--- src/rtl/led_scan_driver_pkg.sv ---
// Shared constants and width helpers for the multiplexed LED scan driver.
// Segments are active-low, so "off" is a logic one.
package led_scan_driver_pkg;

  localparam logic SEG_OFF = 1'b1;

  function automatic int dp_pos(input int seg_w);
    return seg_w - 1;
  endfunction

  function automatic int cnt_w(input int n);
    return (n <= 2) ? 1 : $clog2(n);
  endfunction

endpackage

--- src/rtl/led_scan_driver_scan_timer.sv ---
// Slot prescaler and digit index counter for the LED scan driver.
// Both counters hold at zero while enable is low.
module scan_timer
  import led_scan_driver_pkg::*;
#(
  parameter int SLOT_CYC   = 12500,
  parameter int NUM_DIGITS = 4,
  parameter int CNT_W      = cnt_w(SLOT_CYC),
  parameter int IDX_W      = cnt_w(NUM_DIGITS)
) (
  input  logic             clk,
  input  logic             rst_n,
  input  logic             enable,
  output logic [CNT_W-1:0] slot_cnt,
  output logic [IDX_W-1:0] idx,
  output logic             slot_start,
  output logic             index_wrap
);

  localparam logic [CNT_W-1:0] CNT_LAST = CNT_W'(SLOT_CYC - 1);
  localparam logic [IDX_W-1:0] IDX_LAST = IDX_W'(NUM_DIGITS - 1);

  logic [CNT_W-1:0] cnt_q, cnt_d;
  logic [IDX_W-1:0] idx_q, idx_d;
  logic             slot_end;

  always_comb begin
    slot_end = (cnt_q == CNT_LAST);
    cnt_d    = cnt_q + 1'b1;
    idx_d    = idx_q;
    if (slot_end) begin
      cnt_d = '0;
      idx_d = (idx_q == IDX_LAST) ? '0 : idx_q + 1'b1;
    end
    if (!enable) begin
      cnt_d = '0;
      idx_d = '0;
    end
  end

  always_ff @(posedge clk or negedge rst_n) begin
    if (!rst_n) begin
      cnt_q <= '0;
      idx_q <= '0;
    end else begin
      cnt_q <= cnt_d;
      idx_q <= idx_d;
    end
  end

  assign slot_cnt   = cnt_q;
  assign idx        = idx_q;
  assign slot_start = enable && (cnt_q == '0);
  assign index_wrap = enable && slot_end && (idx_q == IDX_LAST);

endmodule

--- src/rtl/led_scan_driver.sv ---
// Multiplexed 7-segment scan driver with dead-time blanking and PWM dimming.
// All outputs are registered one cycle behind the scan state.
module led_scan_driver
  import led_scan_driver_pkg::*;
#(
  parameter int NUM_DIGITS = 4,
  parameter int SEG_W      = 8,
  parameter int SLOT_CYC   = 12500,
  parameter int DEAD_CYC   = 2,
  parameter int BRIGHT_W   = 4
) (
  input  logic                        clk,
  input  logic                        rst_n,
  input  logic                        enable,
  input  logic [NUM_DIGITS*SEG_W-1:0] seg_in,
  input  logic [NUM_DIGITS-1:0]       dp_mask,
  input  logic [NUM_DIGITS-1:0]       blank_mask,
  input  logic [BRIGHT_W-1:0]         brightness,
  output logic [SEG_W-1:0]            seg_out,
  output logic [NUM_DIGITS-1:0]       digit_sel,
  output logic                        frame_tick
);

  localparam int CNT_W  = cnt_w(SLOT_CYC);
  localparam int IDX_W  = cnt_w(NUM_DIGITS);
  localparam int DP_BIT = dp_pos(SEG_W);
  localparam logic [CNT_W-1:0] DEAD_V = CNT_W'(DEAD_CYC);
  localparam logic [SEG_W-1:0] BLANK  = {SEG_W{SEG_OFF}};

  logic [CNT_W-1:0]      slot_cnt;
  logic [IDX_W-1:0]      idx;
  logic                  slot_start;
  logic                  index_wrap;

  logic [SEG_W-1:0]      slice, fresh;
  logic                  dp_bit, bl_bit;
  logic [SEG_W-1:0]      pat_q, pat_d;
  logic [BRIGHT_W-1:0]   pwm_q, pwm_d, pwm_now;
  logic                  wrap_q, wrap_d;
  logic                  drive;
  logic [SEG_W-1:0]      seg_q, seg_d;
  logic [NUM_DIGITS-1:0] sel_q, sel_d;
  logic                  tick_q, tick_d;

  scan_timer #(
    .SLOT_CYC   (SLOT_CYC),
    .NUM_DIGITS (NUM_DIGITS),
    .CNT_W      (CNT_W),
    .IDX_W      (IDX_W)
  ) u_timer (
    .clk        (clk),
    .rst_n      (rst_n),
    .enable     (enable),
    .slot_cnt   (slot_cnt),
    .idx        (idx),
    .slot_start (slot_start),
    .index_wrap (index_wrap)
  );

  always_comb begin
    slice  = BLANK;
    dp_bit = 1'b0;
    bl_bit = 1'b0;
    for (int k = 0; k < NUM_DIGITS; k++) begin
      if (idx == IDX_W'(k)) begin
        slice  = seg_in[k*SEG_W +: SEG_W];
        dp_bit = dp_mask[k];
        bl_bit = blank_mask[k];
      end
    end
    fresh = slice;
    if (dp_bit) fresh[DP_BIT] = 1'b0;
    if (bl_bit) fresh = BLANK;
  end

  // The fresh pattern is used directly on the capture cycle so DEAD_CYC=0 works.
  always_comb begin
    pat_d   = slot_start ? fresh : pat_q;
    pwm_now = (slot_cnt == DEAD_V) ? '0 : pwm_q;
    pwm_d   = enable ? pwm_now + 1'b1 : '0;
    drive   = enable && (slot_cnt >= DEAD_V) &&
              ((&brightness) || (pwm_now < brightness));
    seg_d   = drive ? pat_d : BLANK;
    sel_d   = drive ? NUM_DIGITS'(1) << idx : '0;
    wrap_d  = index_wrap;
    tick_d  = wrap_q && enable;
  end

  always_ff @(posedge clk or negedge rst_n) begin
    if (!rst_n) begin
      pat_q  <= '0;
      pwm_q  <= '0;
      wrap_q <= 1'b0;
      seg_q  <= BLANK;
      sel_q  <= '0;
      tick_q <= 1'b0;
    end else begin
      pat_q  <= pat_d;
      pwm_q  <= pwm_d;
      wrap_q <= wrap_d;
      seg_q  <= seg_d;
      sel_q  <= sel_d;
      tick_q <= tick_d;
    end
  end

  assign seg_out    = seg_q;
  assign digit_sel  = sel_q;
  assign frame_tick = tick_q;

endmodule

--- config.mk ---
export PLATFORM = sky130hd
export DESIGN_NAME = led_scan_driver
export DESIGN_NICKNAME = d
export VERILOG_FILES = /design/src/rtl/led_scan_driver_pkg.sv /design/src/rtl/led_scan_driver_scan_timer.sv /design/src/rtl/led_scan_driver.sv
export SDC_FILE = /design/constraint.sdc
export NUM_CORES = 1
export LEC_CHECK = 0
export ABC_AREA = 1
export CORE_UTILIZATION = 44
export DETAILED_ROUTE_END_ITERATION = 16
export PLACE_DENSITY = 0.76
export SLEW_MARGIN = 20
export SYNTH_ARGS = -nofsm -noshare
export SYNTH_HDL_FRONTEND = slang
export SYNTH_SLANG_ARGS = --single-unit
--- constraint.sdc ---
create_clock -name clk -period 1.77 [get_ports clk]
set_input_delay 0.2655 -clock clk [delete_from_list [all_inputs] [get_ports clk]]
set_output_delay 0.2655 -clock clk [all_outputs]
set_load 0.02 [all_outputs]
==> out/qor.csv, run 1 <==
metric,value,unit
topRoutingLayerUsed,met4,
reg2regPathDepth,15,
diodes,0,
drv_cap,0,
crit_required,1.96,ns
ff_latch_area,0.00106,mm²
synthArstFlopShare,100,%
grt_pass1_wl,9810,µm
syn_nets,337,
r2r-end,digit_sel[2],
period_minus_slack,1.93,ns
p_leak,1.73,nW
holdCritPathClass,in -> async,
vias,2288,
area_delta_synth_final,62.2,%
die_area,0.00547,mm²
cts.sinks,42,
wl_met2,3570,µm
route.met3.wl,401,µm
clkTransAtPathRegs,0.08,ns
ys.flop_type,dfrtp_1,
synth_area,0.00228,mm²
cts_tree,done,
die_w,74.0,µm
wire_per_inst,14.8,µm
skew,0.00548,ns
max_freq,518,MHz
yosys_warnings,0,
postSynthCellCount,279,
path_max_fanout,5,
worst_pin_slew,0.517,ns
stdcell_area,0.00370,mm²
power.density,679,mW/mm²
netlist_top_cells_count,"inv_1 (48), nand2_1 (44), dfrtp_1 (34)",
avgSynthCellArea,8.17,µm²
finalWorstSetupSlack,-0.159,ns
dpl.hpwl,4370,µm
violations,negative setup slack,
drive_above_1_share,34.3,%
ys_types,32,
reg2reg_slack,-0.16,ns
final_nets,448,
endpoint_kind,flop,
slew_viol_final,0,
cts_buffer_depth,2,
cts_buffers,5,
overflow,0,
fillers,325,
cp-start-kind,flop,
synth-seq-area-share,46.5,%
drc,0,
first_global_vias,2262,
period_share,109,%
final_antenna_net_count,0,
drt_iter0_markers,82,
io_buffers,59,
rsz0062_at_grt,true,
core,0.00485,mm²
rows,25,
grt_max_degree,43,
first_pass_iters,5,
cts-htree-levels,2,
drt-total-wl,6760,µm
viasPerCell,5.00,
met1Wirelength,2660,µm
status,finished with violations,
synth_top_area_cell,dfrtp_1,
synth.most_common_cell,inv_1,
placed_cell_area,0.00321,mm²
place_congestion,0.800,
globalRouteTotalUtil,24.1,%
synth_top_area_share,37.3,%
root_buffer,clkbuf_8,
worstSkewPairLatency,0.30,ns
worstSetupPathType,reg -> reg,
synth-edff-count,0,
multi_input_area,0.00125,mm²
r2r-start,u_timer.slot_cnt[0],
hold_viol_final,0,
ir_drop,0.523,mV
ys_ff_latch,42,
synth_area_leaders,"dfrtp_1 (37%), dfstp_2 (9.2%), inv_1 (7.9%)",
slew_headroom,65.5,%
dieHeight,74.0,µm
pre_cts_slack,-0.0695,ns
initial_utilization,47.0,%
worst_ep_arrival_time,2.12,ns
antenna_found_initial,0,
final-setup-viol-count,14,
io_pins,60,
-- state kept, by name, summed over array words and instances (netlist names) --
name	flops
u_timer.slot_cnt	14
pat_q	8
seg_out	8
digit_sel	4
pwm_q	4
u_timer.idx	2
frame_tick	1
wrap_q	1
-- final cells by class --
class / instances / share of cell area [%]
Multi-Input combinational cell: 182 / 33.7
Tap cell: 67 / 2.27
Clock buffer: 5 / 1.86
Sequential cell: 42 / 28.7
Clock inverter: 3 / 1.86
Inverter: 51 / 5.25
Timing Repair Buffer: 108 / 26.3
-- per-stage QoR --
step                      instances  utilization [%]  power, mW  hold WS [ns]  setup TNS (ns)
after floorplan                 279                -       1.26       -0.0301               0
after CTS                       446             71.0       2.42        0.0355          -0.261
after global placement          432             66.1       1.48         0.362               0
after global routing            458             76.3       2.61        0.0710           -3.10
after detailed placement        432             66.1       1.49         0.361          -0.427
final                           458             76.3       2.51        0.0249           -1.20
-- per-layer routing --
layer  vias to the layer above  GRT usage, %
met5                         -             0
li1                       1132             -
met1                      1069          26.5
met2                        73          44.2
met3                        14          5.96
met4                         0          10.0
-- kinds of logic (layout without fill, tap and decap cells) --
family	Yosys count	in the layout	synth area share, %
XOR/XNOR	1	1	0.384
AND/OR/NAND/NOR	117	118	24.6
buffers and inverters	56	167	9.49
adder cells (fa/ha/maj)	11	11	6.04
flip-flops	42	42	46.5
AO/OA/AOI/OAI	52	52	12.9
-- worst max-delay path, stage by stage (launching register included) --
cell and delay (ns):
dfrtp_1 0.40, inv_2 0.08, ha_4 0.14, nand2_4 0.06, nor2_4 0.12, nand2_4 0.10, nand2_4 0.10, inv_4 0.04
ha_4 0.29, nand2_4 0.05, inv_2 0.04, nand2_2 0.06, nand2_4 0.09, nand2_4 0.08, nand2_4 0.11, nor2_2 0.04
-- what timing repair did --
| action | CTS | global route |
|---|---|---|
| hold buffers | 0 | 0 |
| gates cloned | 1 | 0 |
| setup buffers | 5 | 12 |
| gates resized for setup | 19 | 51 |
| pin swaps | 16 | 27 |
| endpoints found under the setup margin | 15 | 36 |
-- cells in the final DEF, fill, tap and decap left out, drive strengths merged, types with 6 or more instances in the layout --
cell type       n
o211ai          6
nand3          21
inv            50
nand2          52
a21oi          12
dfstp           8
dfrtp          34
buf            50
nand4           8
o21ai          23
clkdlybuf4s50  58
o22ai           8
nor2           29
ha             11
-- where the power goes --
group	total, mW	internal [mW]	switching, mW
Combinational	0.542	0.277	0.266
Clock	0.909	0.565	0.344
Sequential	1.06	1.03	0.0304
-- how the worst max path moves through the flow --
| stage | start | to | slack [ns] | cells past startpoint |
|---|---|---|---|---|
| 2_1_floorplan | u_timer.slot_cnt[0] | digit_sel[2] | 0.006 | 15 |
| 3_3_place_gp | u_timer.slot_cnt[0] | digit_sel[2] | 0.007 | 15 |
| 3_5_place_dp | u_timer.slot_cnt[0] | digit_sel[2] | -0.07 | 15 |
| 4_1_cts | u_timer.slot_cnt[0] | digit_sel[1] | -0.07 | 15 |
| 5_1_grt | u_timer.slot_cnt[4] | digit_sel[2] | -0.23 | 14 |
| 6_report | u_timer.slot_cnt[0] | digit_sel[2] | -0.16 | 15 |
(Power assumes the default switching activity.)
==> run 2, diff against run 1 <==
--- a/config.mk
+++ b/config.mk
@@ -11,2 +11,3 @@
 export PLACE_DENSITY = 0.76
+export SETUP_SLACK_MARGIN = 0.2
 export SLEW_MARGIN = 20
@@ -15 +16,2 @@
 export SYNTH_SLANG_ARGS = --single-unit
+export TNS_END_PERCENT = 30
--- a/constraint.sdc
+++ b/constraint.sdc
@@ -3,2 +3,2 @@
 set_output_delay 0.2655 -clock clk [all_outputs]
-set_load 0.02 [all_outputs]
+set_load 0.05 [all_outputs]
==> out/qor.csv, run 2 (same netlist as run 1, synthesis figures left out) <==
metric,value,unit,change
status,finished with violations,,
violations,negative setup slack,,
area_delta_synth_final,58.8,%,
first_pass_iters,4,,-1
rsz0062_at_grt,true,,
die_w,74.0,µm,unchanged
viasPerCell,5.10,,+2.0%
cts_hold_buf,0,,unchanged
drt_iter0_markers,74,,-9.8%
final_nets,443,,-1.1%
crit_required,2.01,ns,+0.05 ns
holdCritPathClass,in -> async,,
period_minus_slack,1.85,ns,-0.0752 ns
drive_above_1_share,36.8,%,+2.5 points
first_global_vias,2251,,-0.49%
cp-start-kind,flop,,
layout_commonest_cell,buf_4,,
ir_drop,0.531,mV,+1.6%
globalRouteTotalUtil,23.6,%,-0.55 points
worst_pin_slew,0.526,ns,+0.00908 ns
finalWorstSetupSlack,-0.0837,ns,+0.0752 ns
cts_buffer_depth,2,,unchanged
largest_reg_flops,14,,unchanged
place_congestion,0.817,,+2.2%
p_total,2.23,mW,-11%
io_pins,60,,unchanged
drt-total-wl,6520,µm,-3.6%
rows,25,,unchanged
wire_per_inst,14.4,µm,-2.5%
skew,0.0112,ns,+0.00569 ns
swShare,30.1,%,+4.6 points
root_buffer,clkbuf_8,,
power_switching,673,µW,+5.2%
final_antenna_net_count,0,,unchanged
endpoint_kind,flop,,
sequentialPowerShare,47.2,%,+5.0 points
p_leak,1.69,nW,-2.3%
grt_max_degree,43,,unchanged
grt_pass1_wl,9630,µm,-1.8%
hold_viol_final,0,,unchanged
cts-htree-levels,2,,unchanged
pre_cts_slack,-0.0466,ns,+0.0229 ns
die_area,0.00547,mm²,unchanged
worstSkewPairLatency,0.31,ns,about the same
drv_cap,0,,unchanged
diodes,0,,unchanged
io_buffers,59,,unchanged
clkTransAtPathRegs,0.08,ns,about the same
cts_tree,done,,
path_max_fanout,5,,unchanged
pwr-share-comb,24.3,%,+2.7 points
p_int,1.56,mW,-17%
power.density,617,mW/mm²,-9.1%
vias,2309,,+0.92%
slew_viol_final,0,,unchanged
core,0.00485,mm²,unchanged
overflow,0,,unchanged
period_share,105,%,-4.2 points
final_cell_mix,"buf_4 (48), clkdlybuf4s50_1 (45), nand2_1 (37), inv_1 (36), dfrtp_1 (34)",,
slew_headroom,64.9,%,-0.61 points
cts_buffers,5,,unchanged
max_freq,539,MHz,+4.1%
antenna_found_initial,0,,unchanged
initial_utilization,47.0,%,unchanged
dieHeight,74.0,µm,unchanged
worst_ep_arrival_time,2.09,ns,-0.03 ns
worstSetupPathType,reg -> reg,,
cts.sinks,42,,unchanged
reg2regPathDepth,14,,-1
final-setup-viol-count,9,,-5
drc,0,,unchanged
clkPwrFrac,28.5,%,-7.7 points
dpl.hpwl,4400,µm,+0.81%
run 2: power groups by stage:
stage	registers [mW]	clock network [mW]	logic [mW]
after floorplan	1.12	0	0.174
after CTS	1.05	0.656	0.492
after detailed placement	1.06	0	0.446
after global routing	1.06	0.680	0.588
after global placement	1.06	0	0.436
final	1.06	0.637	0.542
run 2: layer usage:
metal	GRT usage [%]	vias up	wire (µm)
li1	-	1128	-
met1	25.6	1096	2610
met2	42.3	70	3340
met3	6.50	15	434
met4	11.3	0	131
met5	0	-	0
run 2: timing repair:
| action | 4_1_cts | 5_1_grt |
|---|---|---|
| buffers inserted | 12 | 3 |
| setup endpoints to repair | 40 | 37 |
| gates resized for setup | 43 | 46 |
| pin swaps | 16 | 24 |
| gates cloned | 1 | 0 |
run 2: critical path, cell delays in order, from the launching register on:
cell	delay (ns)
dfrtp_1	0.43
ha_4	0.18
nand2_2	0.08
nor2_4	0.05
nand2_4	0.10
inv_2	0.05
nor2_4	0.12
ha_4	0.22
nand2_2	0.06
nand2_2	0.06
nand2_2	0.08
nand2_4	0.06
nand2_4	0.10
nand2_4	0.09
nor2_2	0.11
run 2: final cells by class:
type	instances	area, µm²
multi-input cells	182	1280
fillers	339	1230
repair buffers	103	905
clock inverters	3	23.8
well taps	67	83.8
clock buffers	5	68.8
flip-flops and latches	42	1060
inverters	51	195
run 2: final timing paths:
path                                     start           end  slack (ns)
max                        u_timer.slot_cnt[1]  digit_sel[0]       -0.08
min in group clk                      pat_q[5]      pat_q[5]        0.49
max in group asynchronous                rst_n    seg_out[5]        1.37
max reg2reg                u_timer.slot_cnt[1]  digit_sel[0]       -0.08
min reg2reg                           pat_q[5]      pat_q[5]        0.49
min                                      rst_n    frame_tick        0.03
run 2: through the flow:
stage | instance area, µm² | util, % | hold WS, ns | instances | TNS (ns)
floorplan | 2310 | - | -0.0301 | 279 | 0
global placement | 3150 | 65.0 | 0.359 | 429 | 0
detailed placement | 3150 | 65.0 | 0.373 | 429 | -0.236
CTS | 3450 | 71.3 | 0.0381 | 450 | -0.0253
global route | 3620 | 74.7 | 0.0808 | 453 | -1.94
finish | 3620 | 74.7 | 0.0277 | 453 | -0.623
==> run 3, diff against run 2 <==
- RECOVER_POWER: not set -> 25
==> out/qor.csv, run 3 (same netlist as run 1, synthesis figures left out) <==
metric,value,unit,change
status,finished with violations,,
holdWs,0.220,ns,+0.192 ns
final_cell_mix,"buf_4 (47), clkdlybuf4s50_1 (45), nand2_1 (37), inv_1 (36), dfrtp_1 (34)",,
ir_drop,0.531,mV,about the same
area_delta_synth_final,58.7,%,about the same
holdCritPathClass,in -> async,,
placed_cell_area,0.00315,mm²,unchanged
worst_ep_arrival_time,2.09,ns,about the same
final_nets,443,,unchanged
tns,-0.621,ns,+0.00163 ns
grt_max_degree,43,,unchanged
drc,0,,unchanged
place_congestion,0.817,,unchanged
cp_num_buf_inv,1,,unchanged
crit_required,2.01,ns,about the same
cts.sinks,42,,unchanged
final_core_utilization,74.6,%,about the same
p_total,2.23,mW,about the same
r2r-end,digit_sel[0],,
finalWorstSetupSlack,-0.0836,ns,+0.0000538 ns
reg2reg_slack,-0.08,ns,about the same
ff_latch_area,0.00106,mm²,unchanged
cts-htree-levels,2,,unchanged
hold_viol_final,0,,unchanged
die_area,0.00547,mm²,unchanged
cp_top_family,simple AND/OR/NAND/NOR gates,,
first_pass_iters,4,,unchanged
r2r-start,u_timer.slot_cnt[1],,
vias,2301,,-0.35%
final-setup-viol-count,9,,unchanged
post-place-cells,429,,unchanged
reg2regPathDepth,14,,unchanged
cp-start-kind,flop,,
cts_buffers,5,,unchanged
worstSkewPairLatency,0.31,ns,about the same
drt_iter0_markers,74,,unchanged
path_max_fanout,5,,unchanged
core,0.00485,mm²,unchanged
slowest_stage,dfrtp_1,,
pre_cts_slack,-0.0466,ns,unchanged
cts_tree,done,,
final_antenna_net_count,0,,unchanged
fillers,339,,unchanged
fin_cells,453,,unchanged
cts_buffer_depth,2,,unchanged
first_global_vias,2251,,unchanged
worst_pin_slew,1.03,ns,+0.502 ns
drive_above_1_share,36.8,%,unchanged
io_buffers,59,,unchanged
cp_num_cells,14,,unchanged
die_w,74.0,µm,unchanged
p_leak,1.69,nW,about the same
dieHeight,74.0,µm,unchanged
layout_commonest_cell,buf_4,,
power.density,617,mW/mm²,about the same
largest_reg_flops,14,,unchanged
initial_utilization,47.0,%,unchanged
drv_cap,0,,unchanged
crit_chain,ha_4 -> nand2_2 -> nor2_4 -> nand2_4 -> inv_2 -> nor2_4 -> ha_4 -> nand2_2 -> nand2_2 -> nand2_2 -> nand2_4 -> nand2_4 -> nand2_4 -> nor2_2,,
skew,0.0112,ns,-0.00000450 ns
io_pins,60,,unchanged
globalRouteTotalUtil,23.6,%,unchanged
overflow,0,,unchanged
max_stage_delay,0.43,ns,about the same
viasPerCell,5.08,,-0.35%
cts_hold_buf,0,,unchanged
period_minus_slack,1.85,ns,-0.0000538 ns
drt-total-wl,6520,µm,about the same
max_freq,539,MHz,about the same
antenna_found_initial,0,,unchanged
clkTransAtPathRegs,0.08,ns,about the same
multi_input_area,0.00128,mm²,unchanged
dpl.hpwl,4400,µm,unchanged
slew_headroom,31.5,%,-33 points
rsz0062_at_grt,true,,
violations,negative setup slack,,
grt_pass1_wl,9630,µm,unchanged
stdcell_area,0.00362,mm²,about the same
endpoint_kind,flop,,
root_buffer,clkbuf_8,,
wire_per_inst,14.4,µm,about the same
slew_viol_final,0,,unchanged
period_share,105,%,about the same
worstSetupPathType,reg -> reg,,
diodes,0,,unchanged
rows,25,,unchanged
run 3: changes by cell type in the layout (fill, tap and decap cells not counted):
cell	delta
buf_4	-1
clkbuf_2	+1
run 3: worst max-delay path by stage:
stage / from / end / slack (ns)
floorplan: u_timer.slot_cnt[0] / digit_sel[2] / 0.02
global placement: u_timer.slot_cnt[0] / seg_out[0] / 0.009
detailed placement: u_timer.slot_cnt[0] / digit_sel[3] / -0.05
CTS: u_timer.slot_cnt[0] / digit_sel[3] / -0.02
global route: u_timer.slot_cnt[9] / digit_sel[1] / -0.17
finish: u_timer.slot_cnt[1] / digit_sel[0] / -0.08
run 3: area by class of cell:
| cell class | count | area share (%) |
|---|---|---|
| Sequential cell | 42 | 29.3 |
| Timing Repair Buffer | 103 | 24.9 |
| Multi-Input combinational cell | 182 | 35.5 |
| Clock buffer | 5 | 1.90 |
| Clock inverter | 3 | 0.657 |
| Inverter | 51 | 5.40 |
| Tap cell | 67 | 2.32 |
run 3: per-layer routing:
metal / routed length [µm] / GRT usage [%] / up-vias
met3: 419 / 6.50 / 11
met2: 3350 / 42.3 / 68
met4: 110 / 11.3 / 0
met5: 0 / 0 / -
met1: 2640 / 25.6 / 1095
li1: - / - / 1127
run 3: report_power, final:
group,switching [mW],internal (mW),total (mW),leakage [nW]
Sequential,0.0274,1.03,1.06,0.523
Clock,0.355,0.282,0.637,0.0408
Combinational,0.291,0.251,0.541,1.12
Total,0.673,1.56,2.23,1.69
run 3: timing repair:
action                     in CTS  in global routing
hold endpoints to repair        0                  0
pin swaps                      16                 24
resized for setup              43                 46
setup endpoints to repair      40                 37
gates cloned                    1                  0
buffers inserted               12                  3
